`src/rtl/mc_pkg.sv`:
```
// Shared encodings for the multicycle datapath: ALU ops, immediate formats,
// mux selects and load/store width codes.
package mc_pkg;

  typedef enum logic [3:0] {
    ALU_ADD  = 4'd0,
    ALU_SUB  = 4'd1,
    ALU_AND  = 4'd2,
    ALU_OR   = 4'd3,
    ALU_XOR  = 4'd4,
    ALU_SLT  = 4'd5,
    ALU_SLTU = 4'd6,
    ALU_SLL  = 4'd7,
    ALU_SRL  = 4'd8,
    ALU_SRA  = 4'd9
  } alu_op_e;

  typedef enum logic [2:0] {
    IMM_I = 3'd0,
    IMM_S = 3'd1,
    IMM_B = 3'd2,
    IMM_U = 3'd3,
    IMM_J = 3'd4
  } imm_src_e;

  typedef enum logic [1:0] {
    SRCA_PC    = 2'd0,
    SRCA_OLDPC = 2'd1,
    SRCA_A     = 2'd2
  } srca_e;

  typedef enum logic [1:0] {
    SRCB_WDATA = 2'd0,
    SRCB_IMM   = 2'd1,
    SRCB_FOUR  = 2'd2
  } srcb_e;

  typedef enum logic [1:0] {
    RES_ALUOUT    = 2'd0,
    RES_DATA      = 2'd1,
    RES_ALURESULT = 2'd2,
    RES_IMMEXT    = 2'd3
  } res_src_e;

  localparam logic [31:0] NOP_INSTR = 32'h0000_0013;

  // funct3 width codes shared by loads and stores
  localparam logic [2:0] F3_B  = 3'b000;
  localparam logic [2:0] F3_H  = 3'b001;
  localparam logic [2:0] F3_W  = 3'b010;
  localparam logic [2:0] F3_D  = 3'b011;
  localparam logic [2:0] F3_BU = 3'b100;
  localparam logic [2:0] F3_HU = 3'b101;
  localparam logic [2:0] F3_WU = 3'b110;

endpackage

```
`src/rtl/mc_regfile.sv`:
```
// Register file: two combinational read ports, one write port, x0 hardwired to zero.
module mc_regfile #(
  parameter int XLEN = 32,
  parameter int NREG = 32
) (
  input  logic            clk_i,
  input  logic            rst_ni,
  input  logic            we_i,
  input  logic [4:0]      ra1_i,
  input  logic [4:0]      ra2_i,
  input  logic [4:0]      wa_i,
  input  logic [XLEN-1:0] wd_i,
  output logic [XLEN-1:0] rd1_o,
  output logic [XLEN-1:0] rd2_o
);

  localparam int AW = (NREG > 1) ? $clog2(NREG) : 1;

  logic [XLEN-1:0] regs_q [NREG];

  always_ff @(posedge clk_i or negedge rst_ni) begin
    if (!rst_ni) begin
      for (int i = 0; i < NREG; i++) regs_q[i] <= '0;
    end else if (we_i && (wa_i != 5'd0) && (int'(wa_i) < NREG)) begin
      regs_q[wa_i[AW-1:0]] <= wd_i;
    end
  end

  // Reads see the pre-edge contents, so a same-cycle write is not forwarded
  always_comb begin
    rd1_o = '0;
    rd2_o = '0;
    if ((ra1_i != 5'd0) && (int'(ra1_i) < NREG)) rd1_o = regs_q[ra1_i[AW-1:0]];
    if ((ra2_i != 5'd0) && (int'(ra2_i) < NREG)) rd2_o = regs_q[ra2_i[AW-1:0]];
  end

endmodule

```
`src/rtl/mc_datapath_hs.sv`:
```
// Multicycle RISC-V datapath with a req/ack memory bus; a pending access
// (MemStrobe without BusAck) freezes every architectural register.
module mc_datapath_hs
  import mc_pkg::*;
#(
  parameter int              XLEN     = 32,
  parameter int              NREG     = 32,
  parameter logic [XLEN-1:0] RESET_PC = '0
) (
  input  logic              CLK,
  input  logic              RESET,
  input  logic              AdrSrc,
  input  logic              IRWrite,
  input  logic              PCWrite,
  input  logic              RegWrite,
  input  logic              MemWrite,
  input  logic              MemStrobe,
  input  logic [1:0]        ALUSrcA,
  input  logic [1:0]        ALUSrcB,
  input  logic [1:0]        ResultSrc,
  input  logic [2:0]        ImmSrc,
  input  logic [3:0]        ALUControl,
  output logic [XLEN-1:0]   BusAddr,
  output logic [XLEN-1:0]   BusWData,
  output logic [XLEN/8-1:0] BusBE,
  output logic              BusWE,
  output logic              BusReq,
  input  logic [XLEN-1:0]   BusRData,
  input  logic              BusAck,
  output logic [6:0]        OP,
  output logic [2:0]        funct3,
  output logic              funct7b5,
  output logic              Zero,
  output logic              Stall
);

  localparam int BW = XLEN / 8;
  localparam int LW = $clog2(BW);
  localparam int SW = $clog2(XLEN);

  logic [XLEN-1:0] pc_q, pc_d, oldpc_q, oldpc_d;
  logic [31:0]     instr_q, instr_d;
  logic [XLEN-1:0] a_q, a_d, wdata_q, wdata_d;
  logic [XLEN-1:0] aluout_q, aluout_d, data_q, data_d;

  logic [XLEN-1:0] rd1, rd2, imm_ext, srca, srcb, alu_result, result;
  logic [XLEN-1:0] rdata_sh, load_fmt, st_wdata;
  logic [BW-1:0]   st_be;
  logic [LW-1:0]   lane;
  logic [SW-1:0]   shamt;
  logic            misaligned;

  assign OP       = instr_q[6:0];
  assign funct3   = instr_q[14:12];
  assign funct7b5 = instr_q[30];
  assign Stall    = MemStrobe & ~BusAck;

  mc_regfile #(.XLEN(XLEN), .NREG(NREG)) u_regfile (
    .clk_i  (CLK),
    .rst_ni (RESET),
    .we_i   (RegWrite & ~Stall),
    .ra1_i  (instr_q[19:15]),
    .ra2_i  (instr_q[24:20]),
    .wa_i   (instr_q[11:7]),
    .wd_i   (result),
    .rd1_o  (rd1),
    .rd2_o  (rd2)
  );

  always_comb begin
    imm_ext = '0;
    case (ImmSrc)
      IMM_I:   imm_ext = XLEN'($signed(instr_q[31:20]));
      IMM_S:   imm_ext = XLEN'($signed({instr_q[31:25], instr_q[11:7]}));
      IMM_B:   imm_ext = XLEN'($signed({instr_q[31], instr_q[7], instr_q[30:25],
                                        instr_q[11:8], 1'b0}));
      IMM_U:   imm_ext = XLEN'($signed({instr_q[31:12], 12'b0}));
      IMM_J:   imm_ext = XLEN'($signed({instr_q[31], instr_q[19:12], instr_q[20],
                                        instr_q[30:21], 1'b0}));
      default: imm_ext = '0;
    endcase
  end

  always_comb begin
    srca = '0;
    srcb = '0;
    case (ALUSrcA)
      SRCA_PC:    srca = pc_q;
      SRCA_OLDPC: srca = oldpc_q;
      SRCA_A:     srca = a_q;
      default:    srca = '0;
    endcase
    case (ALUSrcB)
      SRCB_WDATA: srcb = wdata_q;
      SRCB_IMM:   srcb = imm_ext;
      SRCB_FOUR:  srcb = XLEN'(4);
      default:    srcb = '0;
    endcase
  end

  assign shamt = srcb[SW-1:0];

  always_comb begin
    alu_result = '0;
    case (ALUControl)
      ALU_ADD:  alu_result = srca + srcb;
      ALU_SUB:  alu_result = srca - srcb;
      ALU_AND:  alu_result = srca & srcb;
      ALU_OR:   alu_result = srca | srcb;
      ALU_XOR:  alu_result = srca ^ srcb;
      ALU_SLT:  alu_result = XLEN'($signed(srca) < $signed(srcb));
      ALU_SLTU: alu_result = XLEN'(srca < srcb);
      ALU_SLL:  alu_result = srca << shamt;
      ALU_SRL:  alu_result = srca >> shamt;
      ALU_SRA:  alu_result = $unsigned($signed(srca) >>> shamt);
      default:  alu_result = '0;
    endcase
  end

  assign Zero = (alu_result == '0);

  always_comb begin
    result = '0;
    case (ResultSrc)
      RES_ALUOUT:    result = aluout_q;
      RES_DATA:      result = data_q;
      RES_ALURESULT: result = alu_result;
      RES_IMMEXT:    result = imm_ext;
      default:       result = '0;
    endcase
  end

  assign BusAddr = AdrSrc ? result : pc_q;
  assign BusReq  = MemStrobe;
  // The address is held stable for the whole access, so its low bits are the lane
  assign lane    = BusAddr[LW-1:0];

  assign rdata_sh = BusRData >> {lane, 3'b000};

  always_comb begin
    load_fmt = rdata_sh;
    case (funct3)
      F3_B:    load_fmt = XLEN'($signed(rdata_sh[7:0]));
      F3_H:    load_fmt = XLEN'($signed(rdata_sh[15:0]));
      F3_W:    load_fmt = XLEN'($signed(rdata_sh[31:0]));
      F3_D:    load_fmt = rdata_sh;
      F3_BU:   load_fmt = XLEN'(rdata_sh[7:0]);
      F3_HU:   load_fmt = XLEN'(rdata_sh[15:0]);
      F3_WU:   load_fmt = XLEN'(rdata_sh[31:0]);
      default: load_fmt = rdata_sh;
    endcase
  end

  always_comb begin
    st_be      = '0;
    st_wdata   = wdata_q;
    misaligned = 1'b0;
    case (funct3)
      F3_B: begin
        st_be    = BW'(1) << lane;
        st_wdata = {BW{wdata_q[7:0]}};
      end
      F3_H: begin
        misaligned = lane[0];
        st_be      = BW'(3) << lane;
        st_wdata   = {(XLEN/16){wdata_q[15:0]}};
      end
      F3_W: begin
        misaligned = |lane[1:0];
        st_be      = BW'(15) << lane;
        st_wdata   = {(XLEN/32){wdata_q[31:0]}};
      end
      F3_D: begin
        misaligned = (XLEN != 64) || (|lane);
        st_be      = '1;
      end
      default: misaligned = 1'b1;
    endcase
  end

  assign BusWData = st_wdata;
  assign BusBE    = MemWrite ? (misaligned ? '0 : st_be) : '1;
  assign BusWE    = MemWrite & MemStrobe & ~misaligned;

  always_comb begin
    pc_d     = pc_q;
    oldpc_d  = oldpc_q;
    instr_d  = instr_q;
    a_d      = a_q;
    wdata_d  = wdata_q;
    aluout_d = aluout_q;
    data_d   = data_q;
    if (!Stall) begin
      if (PCWrite) pc_d = result;
      if (IRWrite) begin
        instr_d = BusRData[31:0];
        oldpc_d = pc_q;
      end
      a_d      = rd1;
      wdata_d  = rd2;
      aluout_d = alu_result;
      data_d   = load_fmt;
    end
  end

  always_ff @(posedge CLK or negedge RESET) begin
    if (!RESET) begin
      pc_q     <= RESET_PC;
      oldpc_q  <= '0;
      instr_q  <= NOP_INSTR;
      a_q      <= '0;
      wdata_q  <= '0;
      aluout_q <= '0;
      data_q   <= '0;
    end else begin
      pc_q     <= pc_d;
      oldpc_q  <= oldpc_d;
      instr_q  <= instr_d;
      a_q      <= a_d;
      wdata_q  <= wdata_d;
      aluout_q <= aluout_d;
      data_q   <= data_d;
    end
  end

endmodule

```
`config.mk`:
```
export PLATFORM = sky130hd
export DESIGN_NAME = mc_datapath_hs
export DESIGN_NICKNAME = d
export VERILOG_FILES = /design/src/rtl/mc_pkg.sv /design/src/rtl/mc_regfile.sv /design/src/rtl/mc_datapath_hs.sv
export SDC_FILE = /design/constraint.sdc
export NUM_CORES = 2
export LEC_CHECK = 0
export BUFFER_PORTS_ARGS = -buffer_cell sky130_fd_sc_hd__buf_2
export CAP_MARGIN = 40
export CORE_MARGIN = 2
export CORE_UTILIZATION = 55
export CTS_BUF_LIST = sky130_fd_sc_hd__clkbuf_4 sky130_fd_sc_hd__clkbuf_8
export CTS_CLUSTER_DIAMETER = 60
export DETAILED_ROUTE_END_ITERATION = 6
export PLACE_DENSITY = 0.71
export SLEW_MARGIN = 20
export SYNTH_ARGS = -nofsm -noshare
export SYNTH_HDL_FRONTEND = slang
export SYNTH_HIERARCHICAL = 1
export SYNTH_SLANG_ARGS = --single-unit
```
`constraint.sdc`:
```
create_clock -name CLK -period 8.9 [get_ports CLK]
set_input_delay 1.78 -clock CLK [delete_from_list [all_inputs] [get_ports CLK]]
set_output_delay 1.78 -clock CLK [all_outputs]
set_load 0.02 [all_outputs]
```
==> out/results.ini <==
[sta]
hold_ws_ns=0.3967
tightestPinTransition_ns=1.039
timing.fmax_mhz=113.6
slew_violations=0
hold_violations=0
fin_crit_ns=8.802
period_share=0.9890
finalSetupViolCount=0
rsz0062_at_grt=false
fin_tns_setup_ns=0
slew_headroom=0.3071
fin_skew_ns=0.06334

[setup_path]
cp.required_ns=7.12
r2r-start=instr_q[20]
critPathMaxFanout=24
slowest_delay_ns=0.65
cpMostUsedCell=buf_4
worstSetupPathType=primary input to output port
reg2reg_to=u_regfile/regs_q[94]
start_kind=primary input
cp.arrival_ns=7.02
endpoint_kind=output port
path_cells=buf_2 > buf_4 > or3b_1 > a41oi_4 > buf_4 > buf_4 > buf_4 > mux2i_1 > a21oi_1 > a211oi_1 > nor3_1 > a21oi_1 > buf_4 > a211oi_1 > mux4_2 > a21oi_1 > buf_2
reg2reg_slack_ns=2.71
slowest_stage=a211oi_1
rr_worst_depth=23

[synthesis]
async_reset_ff_frac=1.000
avgSynthCellArea_um2=11.74
ys.flop_type=dfrtp_1
yosys_warnings=6
synth_area_leaders=dfrtp_1, mux2_2, mux4_2
yosysUniqueCellTypes=110
ys_seq_elements=1248
yosysSeqAreaShare=0.4109
netlist_instances=6476
synth_top_cell_by_area=dfrtp_1
synth_top_area_share=0.4099
netlist_area_um2=76010
synth_nets=6629
synth_edf_count=0

[grt]
grt_max_degree=177
grt_pass1_vias=60550
grtUsageMet3=0.1039
track_usage=0.4221
antenna_found_initial=19
met2_usage=0.6469
grt_pass1_wl_um=428900
top_usage_layer=met2
met1_usage=0.5103
overflow=0

[floorplanning]
fp.dieH_um=375.7
core-area_um2=137300
die_x_um=375.7
start_util=0.5535
die_area_um2=141200
rows=136
ioPinCount=137

[power]
p_total_uw=23030
power.share.switching=0.3667
p_sw_uw=8447
clockPowerShare=0.239
comb_power_share=0.370
p_leak_uw=0.03927
p_int_uw=14590
p_per_area_nw_per_um2=270.2
peakVddDrop_v=0.0001759
seqPwrFrac=0.391

[clocking]
cts_tree=done
hold_buffers=0
htree_levels=4
cts_made_buffers=202
clkLatencyLatePin_ns=0.97
cts_buffer_depth=3
root_buffer=clkbuf_8
cts_setup_buffers=0
cts_sinks=1248
cts.clk_slew.worst_paths_ns=0.06

[finish]
seqCellArea_um2=31260
layout_commonest_cell=dfrtp_1
layoutNonFillerInstCount=8625
multi_input_area_um2=41550
nFillCells=10820
design_area_um2=85250
fin_nets=6804
drive_gt1_frac=0.3909
syn_to_final_growth_pct=12.16
final_cell_mix=dfrtp_1, mux2_2, mux2i_1, buf_4, nand2_1

[place]
placed_area_um2=80300
dp_cells=8221
io_buffers=136
dp_hpwl_um=202400
place.gp.congestion=1.086

[routing]
drt_iter0_drc=6883
post_drt_via_cell_ratio=7.034
num_vias=60670
routed_wl_um=300200
drt_first_pass_iters=6
routedWlPerCell_um=34.81
drc=0
postRouteAntennaNets=0

[worst_hold_path]
min_path_type=flip-flop to flip-flop
hold_depth=0
min_to=u_regfile/regs_q[1000]
hold_path.startpoint=u_regfile/regs_q[1000]

[run_status]
outcome=finished, final reports clean

[job]
cap_violations=0

-- power groups by stage --
stage                     clock, uW  sequential [uW]  combinational, uW
after detailed placement          0             9000               8240
after CTS                      5560             8910               8280
after global routing           5820             9150               8940
final                          5520             9010               8510
after global placement            0             8870               8050
after floorplan                   0             8330               5690
-- worst max path at each step --
stage | from | to | slack (ns)
4_1_cts | ImmSrc[1] | Zero | 0.06
5_1_grt | ImmSrc[0] | BusAddr[31] | 0.005
6_report | ImmSrc[1] | BusAddr[29] | 0.1
2_1_floorplan | ImmSrc[0] | BusBE[1] | 0.23
3_3_place_gp | ImmSrc[0] | BusWE | -0.23
3_5_place_dp | ImmSrc[0] | BusWE | -0.24
-- sequential cells by signal, summed over array words and instances, names as in the netlist --
| signal | cells |
|---|---|
| wdata_q | 32 |
| oldpc_q | 32 |
| aluout_q | 32 |
| pc_q | 32 |
| data_q | 32 |
| a_q | 32 |
| u_regfile/regs_q | 1024 |
| instr_q | 32 |
-- repair_timing --
item | CTS | global route
hold endpoints to repair | 0 | 0
gates resized for setup | 4 | 16
gates cloned | 0 | 0
pin swaps | 0 | 4
endpoints found under the setup margin | 8 | 11
-- critical path: cells and delay by family --
kind            cells  cell delay, ns
compound gates      6            2.09
buf+inv             7            1.57
mux                 2            0.94
simple gates        2            0.59
-- final cells by class --
class	count	share of cell area
diodes	10	0.0002935
inverters	136	0.006062
repair buffers	636	0.05969
clock inverters	38	0.004535
multi-input cells	4427	0.4874
well taps	1794	0.02633
flip-flops and latches	1248	0.3667
clock buffers	336	0.04904
-- kinds of logic (layout without fill, tap and decap cells) --
group	after synthesis	count (layout)	synth area share
mux	2026	2026	0.3504
flops	1248	1248	0.4109
compound gates	1167	1167	0.1063
simple gates	1123	1123	0.06746
buf+inv	801	1146	0.04698
fa+ha+maj	99	99	0.01649
xor+xnor	12	12	0.001383
other cells	0	10	0
-- per-layer routing --
| metal | routed length [um] | vias up | share of wire |
|---|---|---|---|
| met5 | 64 | - | 0.00021 |
| met4 | 27380 | 10 | 0.091 |
| met3 | 27270 | 1121 | 0.091 |
| met2 | 136900 | 3570 | 0.46 |
| met1 | 108700 | 31230 | 0.36 |
| li1 | - | 24740 | - |
-- cell usage after synthesis, types with 54 or more instances --
| cell | count |
|---|---|
| inv_1 | 129 |
| dfrtp_1 | 1245 |
| ha_1 | 97 |
| o22ai_1 | 92 |
| a211oi_1 | 63 |
| a21oi_1 | 268 |
| mux2i_1 | 485 |
| clkbuf_1 | 373 |
| a22oi_1 | 109 |
| a2111oi_0 | 62 |
| buf_1 | 66 |
| nor2_1 | 326 |
| mux2_2 | 1137 |
| a22o_1 | 54 |
| nand2_1 | 416 |
| buf_2 | 146 |
| buf_4 | 57 |
| mux4_2 | 390 |
| o21ai_0 | 147 |
| nor3_1 | 89 |
| nor2b_1 | 80 |
-- through the flow --
stage	setup WS [ns]	utilization
6_report	0.09752	0.6208
5_1_grt	0.005254	0.6206
4_1_cts	0.06490	0.6181
3_5_place_dp	-0.2415	0.5847
3_3_place_gp	-0.2265	0.5807
2_1_floorplan	0.2306	-
(Power assumes the default switching activity.)
